### config.mk
export PLATFORM = sky130hd
export DESIGN_NAME = mem_bus_arbiter
export DESIGN_NICKNAME = d
export VERILOG_FILES = /design/src/rtl/mem_arb_pkg.sv /design/src/rtl/arb_return_pipe.sv /design/src/rtl/mem_bus_arbiter.sv
export SDC_FILE = /design/constraint.sdc
export NUM_CORES = 1
export LEC_CHECK = 0
export CAP_MARGIN = 40
export CORE_MARGIN = 1
export CORE_UTILIZATION = 35
export DETAILED_ROUTE_END_ITERATION = 7
export PLACE_DENSITY_LB_ADDON = 0.15
export RECOVER_POWER = 100
export REMOVE_ABC_BUFFERS = 1
export SYNTH_ARGS = -nofsm -noshare
export SYNTH_HDL_FRONTEND = slang
export SYNTH_SLANG_ARGS = --single-unit
### constraint.sdc
create_clock -name i_clk -period 2.21 [get_ports i_clk]
set_clock_uncertainty 0.2 [all_clocks]
set_input_delay 0.221 -clock i_clk [delete_from_list [all_inputs] [get_ports i_clk]]
set_output_delay 0.221 -clock i_clk [all_outputs]
set_load 0.01 [all_outputs]
### src/rtl/mem_arb_pkg.sv
// Shared encodings and defaults for the CPU/DMA memory bus arbiter.
package mem_arb_pkg;

    localparam int unsigned ADDR_W_DEF        = 16;
    localparam int unsigned DATA_W_DEF        = 8;
    localparam int unsigned STARVE_LIMIT_DEF  = 8;
    localparam int unsigned MAX_DMA_BURST_DEF = 4;

    typedef enum logic [1:0] {
        OWN_NONE = 2'b00,
        OWN_CPU  = 2'b01,
        OWN_DMA  = 2'b10
    } owner_e;

    typedef enum logic {
        ST_CPU_PRI = 1'b0,
        ST_DMA_PRI = 1'b1
    } arb_state_e;

    typedef struct packed {
        logic   valid;
        owner_e owner;
        logic   is_read;
    } ret_stage_t;

endpackage

### src/rtl/arb_return_pipe.sv
// Two-stage return tracker: follows each accepted access to the cycle its
// read data appears and steers that data to the owning requester.
module arb_return_pipe
    import mem_arb_pkg::*;
#(
    parameter int unsigned DATA_W = DATA_W_DEF
) (
    input  logic              i_clk,
    input  logic              i_reset,
    input  logic              i_accept,
    input  logic [1:0]        i_owner,
    input  logic              i_is_read,
    input  logic [DATA_W-1:0] i_mem_rdata,
    output logic              o_cpu_rvalid,
    output logic [DATA_W-1:0] o_cpu_rdata,
    output logic              o_dma_rvalid,
    output logic [DATA_W-1:0] o_dma_rdata
);

    ret_stage_t r_s1;
    ret_stage_t r_s2;
    logic       w_cpu_rv;
    logic       w_dma_rv;

    // Reset drops anything in flight so no stale read is ever returned.
    always_ff @(posedge i_clk) begin
        if (i_reset) begin
            r_s1 <= '0;
            r_s2 <= '0;
        end else begin
            r_s1.valid   <= i_accept;
            r_s1.owner   <= owner_e'(i_owner);
            r_s1.is_read <= i_is_read;
            r_s2         <= r_s1;
        end
    end

    assign w_cpu_rv = r_s2.valid && r_s2.is_read && (r_s2.owner == OWN_CPU);
    assign w_dma_rv = r_s2.valid && r_s2.is_read && (r_s2.owner == OWN_DMA);

    assign o_cpu_rvalid = w_cpu_rv;
    assign o_dma_rvalid = w_dma_rv;
    assign o_cpu_rdata  = w_cpu_rv ? i_mem_rdata : '0;
    assign o_dma_rdata  = w_dma_rv ? i_mem_rdata : '0;

endmodule

### src/rtl/mem_bus_arbiter.sv
// CPU/DMA arbiter for a single-port synchronous RAM: CPU-first per-cycle
// grants, with a bounded DMA burst once DMA has been refused long enough.
module mem_bus_arbiter
    import mem_arb_pkg::*;
#(
    parameter int unsigned ADDR_W        = ADDR_W_DEF,
    parameter int unsigned DATA_W        = DATA_W_DEF,
    parameter int unsigned STARVE_LIMIT  = STARVE_LIMIT_DEF,
    parameter int unsigned MAX_DMA_BURST = MAX_DMA_BURST_DEF
) (
    input  logic              i_clk,
    input  logic              i_reset,
    input  logic              i_cpu_req,
    input  logic              i_cpu_we,
    input  logic [ADDR_W-1:0] i_cpu_addr,
    input  logic [DATA_W-1:0] i_cpu_wdata,
    output logic              o_cpu_gnt,
    output logic              o_cpu_rvalid,
    output logic [DATA_W-1:0] o_cpu_rdata,
    input  logic              i_dma_req,
    input  logic              i_dma_we,
    input  logic [ADDR_W-1:0] i_dma_addr,
    input  logic [DATA_W-1:0] i_dma_wdata,
    output logic              o_dma_gnt,
    output logic              o_dma_rvalid,
    output logic [DATA_W-1:0] o_dma_rdata,
    output logic [ADDR_W-1:0] o_mem_addr,
    output logic              o_mem_we,
    output logic [DATA_W-1:0] o_mem_wdata,
    input  logic [DATA_W-1:0] i_mem_rdata,
    output logic [1:0]        o_owner_out
);

    localparam int unsigned STARVE_W = $clog2(STARVE_LIMIT + 1);
    localparam int unsigned BURST_W  = $clog2(MAX_DMA_BURST + 1);

    arb_state_e          r_state;
    arb_state_e          w_state_nxt;
    logic [STARVE_W-1:0] r_starve;
    logic [STARVE_W-1:0] w_starve_nxt;
    logic [BURST_W-1:0]  r_burst;
    logic [BURST_W-1:0]  w_burst_nxt;
    logic                r_hold;
    logic                w_hold_nxt;

    logic                w_cpu_gnt;
    logic                w_dma_gnt;
    owner_e              w_owner;
    logic                w_is_read;

    logic [ADDR_W-1:0]   r_mem_addr;
    logic                r_mem_we;
    logic [DATA_W-1:0]   r_mem_wdata;
    owner_e              r_owner;

    // State register together with the starvation/burst bookkeeping.
    always_ff @(posedge i_clk) begin
        if (i_reset) begin
            r_state  <= ST_CPU_PRI;
            r_starve <= '0;
            r_burst  <= '0;
            r_hold   <= 1'b0;
        end else begin
            r_state  <= w_state_nxt;
            r_starve <= w_starve_nxt;
            r_burst  <= w_burst_nxt;
            r_hold   <= w_hold_nxt;
        end
    end

    // Next state: r_hold forces one CPU_PRI cycle after every DMA burst.
    always_comb begin
        w_state_nxt  = r_state;
        w_starve_nxt = r_starve;
        w_burst_nxt  = r_burst;
        w_hold_nxt   = 1'b0;
        case (r_state)
            ST_CPU_PRI: begin
                if (i_dma_req && !w_dma_gnt) begin
                    if (r_starve != STARVE_W'(STARVE_LIMIT))
                        w_starve_nxt = r_starve + STARVE_W'(1);
                end else begin
                    w_starve_nxt = '0;
                end
                if (!r_hold && (w_starve_nxt == STARVE_W'(STARVE_LIMIT)))
                    w_state_nxt = ST_DMA_PRI;
            end
            ST_DMA_PRI: begin
                if (w_dma_gnt)
                    w_burst_nxt = r_burst + BURST_W'(1);
                if (!i_dma_req || (w_burst_nxt == BURST_W'(MAX_DMA_BURST))) begin
                    w_state_nxt  = ST_CPU_PRI;
                    w_starve_nxt = '0;
                    w_burst_nxt  = '0;
                    w_hold_nxt   = 1'b1;
                end
            end
            default: begin
                w_state_nxt  = ST_CPU_PRI;
                w_starve_nxt = '0;
                w_burst_nxt  = '0;
            end
        endcase
    end

    // Grant decode: priority side wins, the other only when the first is idle.
    always_comb begin
        w_cpu_gnt = 1'b0;
        w_dma_gnt = 1'b0;
        if (!i_reset) begin
            if (r_state == ST_DMA_PRI) begin
                w_dma_gnt = i_dma_req;
                w_cpu_gnt = i_cpu_req && !i_dma_req;
            end else begin
                w_cpu_gnt = i_cpu_req;
                w_dma_gnt = i_dma_req && !i_cpu_req;
            end
        end
    end

    assign w_owner   = w_cpu_gnt ? OWN_CPU : (w_dma_gnt ? OWN_DMA : OWN_NONE);
    assign w_is_read = w_cpu_gnt ? !i_cpu_we : !i_dma_we;

    // Memory command register; idle cycles keep the address and drop the strobe.
    always_ff @(posedge i_clk) begin
        if (i_reset) begin
            r_mem_addr  <= '0;
            r_mem_we    <= 1'b0;
            r_mem_wdata <= '0;
            r_owner     <= OWN_NONE;
        end else if (w_cpu_gnt) begin
            r_mem_addr  <= i_cpu_addr;
            r_mem_we    <= i_cpu_we;
            r_mem_wdata <= i_cpu_wdata;
            r_owner     <= OWN_CPU;
        end else if (w_dma_gnt) begin
            r_mem_addr  <= i_dma_addr;
            r_mem_we    <= i_dma_we;
            r_mem_wdata <= i_dma_wdata;
            r_owner     <= OWN_DMA;
        end else begin
            r_mem_we    <= 1'b0;
            r_owner     <= OWN_NONE;
        end
    end

    arb_return_pipe #(
        .DATA_W (DATA_W)
    ) u_ret (
        .i_clk        (i_clk),
        .i_reset      (i_reset),
        .i_accept     (w_cpu_gnt | w_dma_gnt),
        .i_owner      (w_owner),
        .i_is_read    (w_is_read),
        .i_mem_rdata  (i_mem_rdata),
        .o_cpu_rvalid (o_cpu_rvalid),
        .o_cpu_rdata  (o_cpu_rdata),
        .o_dma_rvalid (o_dma_rvalid),
        .o_dma_rdata  (o_dma_rdata)
    );

    assign o_cpu_gnt   = w_cpu_gnt;
    assign o_dma_gnt   = w_dma_gnt;
    assign o_mem_addr  = r_mem_addr;
    assign o_mem_we    = r_mem_we;
    assign o_mem_wdata = r_mem_wdata;
    assign o_owner_out = r_owner;

endmodule

==> load_flow_metrics.sql <==
INSERT INTO impl_metrics (metric_group, metric, value, unit) VALUES
('status', 'run_status', 'complete, no violations', ''),
('setup_path', 'worstReg2RegStart', 'r_state', ''),
('sta', 'hold_ws', '0.2123', 'ns'),
('logic_synthesis', 'avgSynthCellArea', '9.674', 'um2'),
('global_route', 'grt.overflow.total', '0', ''),
('place', 'placed_cell_area', '2952', 'um2'),
('setup_path', 'startpoint_type', 'flip-flop', ''),
('global_route', 'antenna_found_initial', '0', ''),
('clock_network', 'h-tree-depth', '2', ''),
('logic_synthesis', 'synth.cell_area', '1838', 'um2'),
('drt', 'detail_route.vias_per_cell', '5.057', ''),
('setup_path', 'cp_data_required_time', '1.79', 'ns'),
('logic_synthesis', 'synth_seq_cells', '42', ''),
('global_route', 'grt.met1_usage', '20.76', '%'),
('floorplan', 'initial_utilization', '36.22', '%'),
('sta', 'post-route-period-util', '95.64', '%'),
('sta', 'max_freq', '473.1', 'MHz'),
('drt', 'first_pass_iters', '5', ''),
('global_route', 'grt_first_pass_wirelength', '7.452', 'mm'),
('place', 'dpl.hpwl', '3.874', 'mm'),
('logic_synthesis', 'synth_edf_count', '0', ''),
('setup_path', 'worstRegToRegCells', '5', ''),
('global_route', 'track_usage', '17.87', '%'),
('drt', 'totalWireLength', '5.366', 'mm'),
('drt', 'wl_per_cell', '14.58', 'um'),
('floorplan', 'die_ht', '74.47', 'um'),
('global_route', 'global_routing_met2_resource_utilization', '30.83', '%'),
('drt', 'drc_errors', '0', ''),
('place', 'dpl_worst_slack', '0.1119', 'ns'),
('pwr', 'power_switching', '404.1', 'uW'),
('final_layout', 'fin_util', '59.99', '%'),
('pwr', 'power.share.clock', '30.0', '%'),
('logic_synthesis', 'number_of_warnings_reported_in_the_yosys_synthesis_log', '0', ''),
('sta', 'tightestPinTransition', '0.5818', 'ns'),
('setup_path', 'r2r_end', 'o_mem_addr[13]', ''),
('final_layout', 'final_cell_count_no_fill', '368', ''),
('setup_path', 'worstPathBufferInverterCount', '2', ''),
('clock_network', 'buffer_depth_of_the_longest_clock_path', '2', ''),
('final_layout', 'nNetsFinal', '362', ''),
('clock_network', 'insertion_delay', '0.30', 'ns'),
('pwr', 'power_per_cell_area', '533.8', 'nW/um2'),
('global_route', 'grt_pass1_vias', '1556', ''),
('worst_hold_path', 'launch_instance_of_the_worst_min_delay_path', 'r_hold', ''),
('logic_synthesis', 'synth_async_sr_flop_share', '0', '%'),
('pwr', 'ir_worst_vdd', '0.3066', 'mV'),
('setup_path', 'crit_path_top_delay_cell', 'sky130_fd_sc_hd__clkdlybuf4s50_1', ''),
('final_layout', 'layout_common_cells', 'sky130_fd_sc_hd__clkdlybuf4s50_1 (72), sky130_fd_sc_hd__dfxtp_1 (41), sky130_fd_sc_hd__dlygate4sd3_1 (29), sky130_fd_sc_hd__nor2_1 (26), sky130_fd_sc_hd__a222oi_1 (24)', ''),
('setup_path', 'type_of_destination_of_the_critical_path', 'primary output', ''),
('pwr', 'combPwrFrac', '19.6', '%'),
('pwr', 'total_power', '1.625', 'mW'),
('logic_synthesis', 'synth.yosys.seq_area_share', '45.75', '%'),
('final_layout', 'drive_gt1_share', '7.047', '%'),
('setup_path', 'path_class', 'reg2out', ''),
('setup_path', 'crit_path_start', 'u_ret.r_s2[3]', ''),
('sta', 'postLayoutSetupSlackWorst', '0.09636', 'ns'),
('setup_path', 'worst-path-max-fanout', '9', ''),
('setup_path', 'crit_arrival', '1.69', 'ns'),
('pwr', 'p_sw_share', '24.87', '%'),
('sta', 'grt_setup_unrepaired', 'false', ''),
('place', 'port_buffers', '108', ''),
('worst_hold_path', 'whs_endpoint', 'r_state', ''),
('place', 'numPlacedInstances', '359', ''),
('clock_network', 'worst_setup_hold_path_clk_slew', '0.07', 'ns'),
('worst_hold_path', 'hold-path-cell-count', '1', ''),
('clock_network', 'post_cts_buffers', '0', ''),
('logic_synthesis', 'synthFlopType', 'sky130_fd_sc_hd__dfxtp_1', ''),
('drt', 'drtAntennaViolNets', '0', ''),
('final_layout', 'layout_commonest_cell', 'sky130_fd_sc_hd__clkdlybuf4s50_1', ''),
('global_route', 'grtUsageMet3', '5.285', '%'),
('final_layout', 'nFillCells', '472', ''),
('place', 'globalplace.congestion', '0.7010', '');
## what timing repair did
item / 4_1_cts / 5_1_grt
gates resized for setup: 1 / 10
cloned: 0 / 1
setup endpoints to repair: 8 / 13
pin swaps: 0 / 1
## how the worst max path moves through the flow
stage	to	slack, ns	cells past startpoint
6_report	o_dma_rdata[3]	0.1	5
4_1_cts	o_cpu_rdata[3]	0.03	4
3_5_place_dp	o_dma_gnt	0.11	4
5_1_grt	o_cpu_rdata[2]	0.006	4
3_3_place_gp	o_dma_gnt	0.15	4
2_1_floorplan	o_dma_rdata[0]	0.58	3
## power by group through the flow
stage          Sequential [mW]  Combinational (mW)  Clock [mW]
3_5_place_dp             0.837               0.335           0
6_report                 0.819               0.319       0.487
3_3_place_gp             0.835               0.333           0
5_1_grt                  0.823               0.340       0.535
2_1_floorplan            0.853              0.0844           0
4_1_cts                  0.820               0.337       0.505
## final cells by class
type | count | area, um2 | area share, %
Multi-Input combinational cell | 128 | 869.6 | 28.57
Inverter | 5 | 18.77 | 0.6165
Timing Repair Buffer | 115 | 1140 | 37.44
Sequential cell | 42 | 842.1 | 27.66
Tap cell | 70 | 87.58 | 2.877
Clock buffer | 6 | 72.57 | 2.384
Clock inverter | 2 | 13.76 | 0.4521
## per-layer routing
layer | share of wire, % | routed length (um) | vias to the layer above
li1 | - | - | 912
met1 | 42 | 2276 | 861
met2 | 48 | 2566 | 80
met4 | 1.7 | 89 | 0
met5 | 0 | 0 | -
met3 | 8.1 | 433 | 8
## worst register-to-register path, delay by kind of cell (launching register included)
family                 cells  cell delay [ns]
AOI/OAI and AO/OA          1             0.40
and+or+nand+nor            3             0.36
buffers and inverters      1             0.33
DFF                        1             0.42
## flip-flops by register name, indices dropped and copies added (netlist names)
signal and flops:
o_mem_addr 16, o_mem_wdata 8, o_mem_we 1, r_burst 3, r_hold 1, r_starve 4
r_state 1, u_ret.r_s1 4, u_ret.r_s2 4
## logic make-up (layout without fill, tap and decap cells)
family	Yosys count	after routing	share of synthesized area (%)
XOR/XNOR	2	2	0.9532
AND/OR/NAND/NOR	78	79	23.49
adder cells (fa/ha/maj)	3	3	2.042
flip-flops	42	42	45.75
AO/OA/AOI/OAI	44	44	20.22
buffers and inverters	21	128	7.555
## synth_stat cells (2+ instances only)
master | instances | area share (%)
sky130_fd_sc_hd__nor2_1 | 26 | 5.3
sky130_fd_sc_hd__ha_1 | 3 | 2.0
sky130_fd_sc_hd__nand2b_1 | 3 | 1.0
sky130_fd_sc_hd__a211oi_1 | 2 | 0.82
sky130_fd_sc_hd__buf_6 | 6 | 3.7
sky130_fd_sc_hd__and3b_1 | 2 | 0.95
sky130_fd_sc_hd__and2_1 | 19 | 6.5
sky130_fd_sc_hd__nor2b_1 | 7 | 2.4
sky130_fd_sc_hd__buf_4 | 3 | 1.2
sky130_fd_sc_hd__nand2_1 | 8 | 1.6
sky130_fd_sc_hd__dfxtp_1 | 42 | 46
sky130_fd_sc_hd__a222oi_1 | 24 | 13
sky130_fd_sc_hd__inv_1 | 5 | 1.0
sky130_fd_sc_hd__a31oi_1 | 2 | 0.68
sky130_fd_sc_hd__a21oi_1 | 4 | 1.1
sky130_fd_sc_hd__buf_2 | 3 | 0.82
sky130_fd_sc_hd__clkbuf_1 | 4 | 0.82
sky130_fd_sc_hd__nand3_1 | 4 | 1.1
sky130_fd_sc_hd__o21ai_0 | 5 | 1.4
sky130_fd_sc_hd__nor3b_2 | 2 | 1.4
Note: power is estimated with default switching activity, not from simulation.
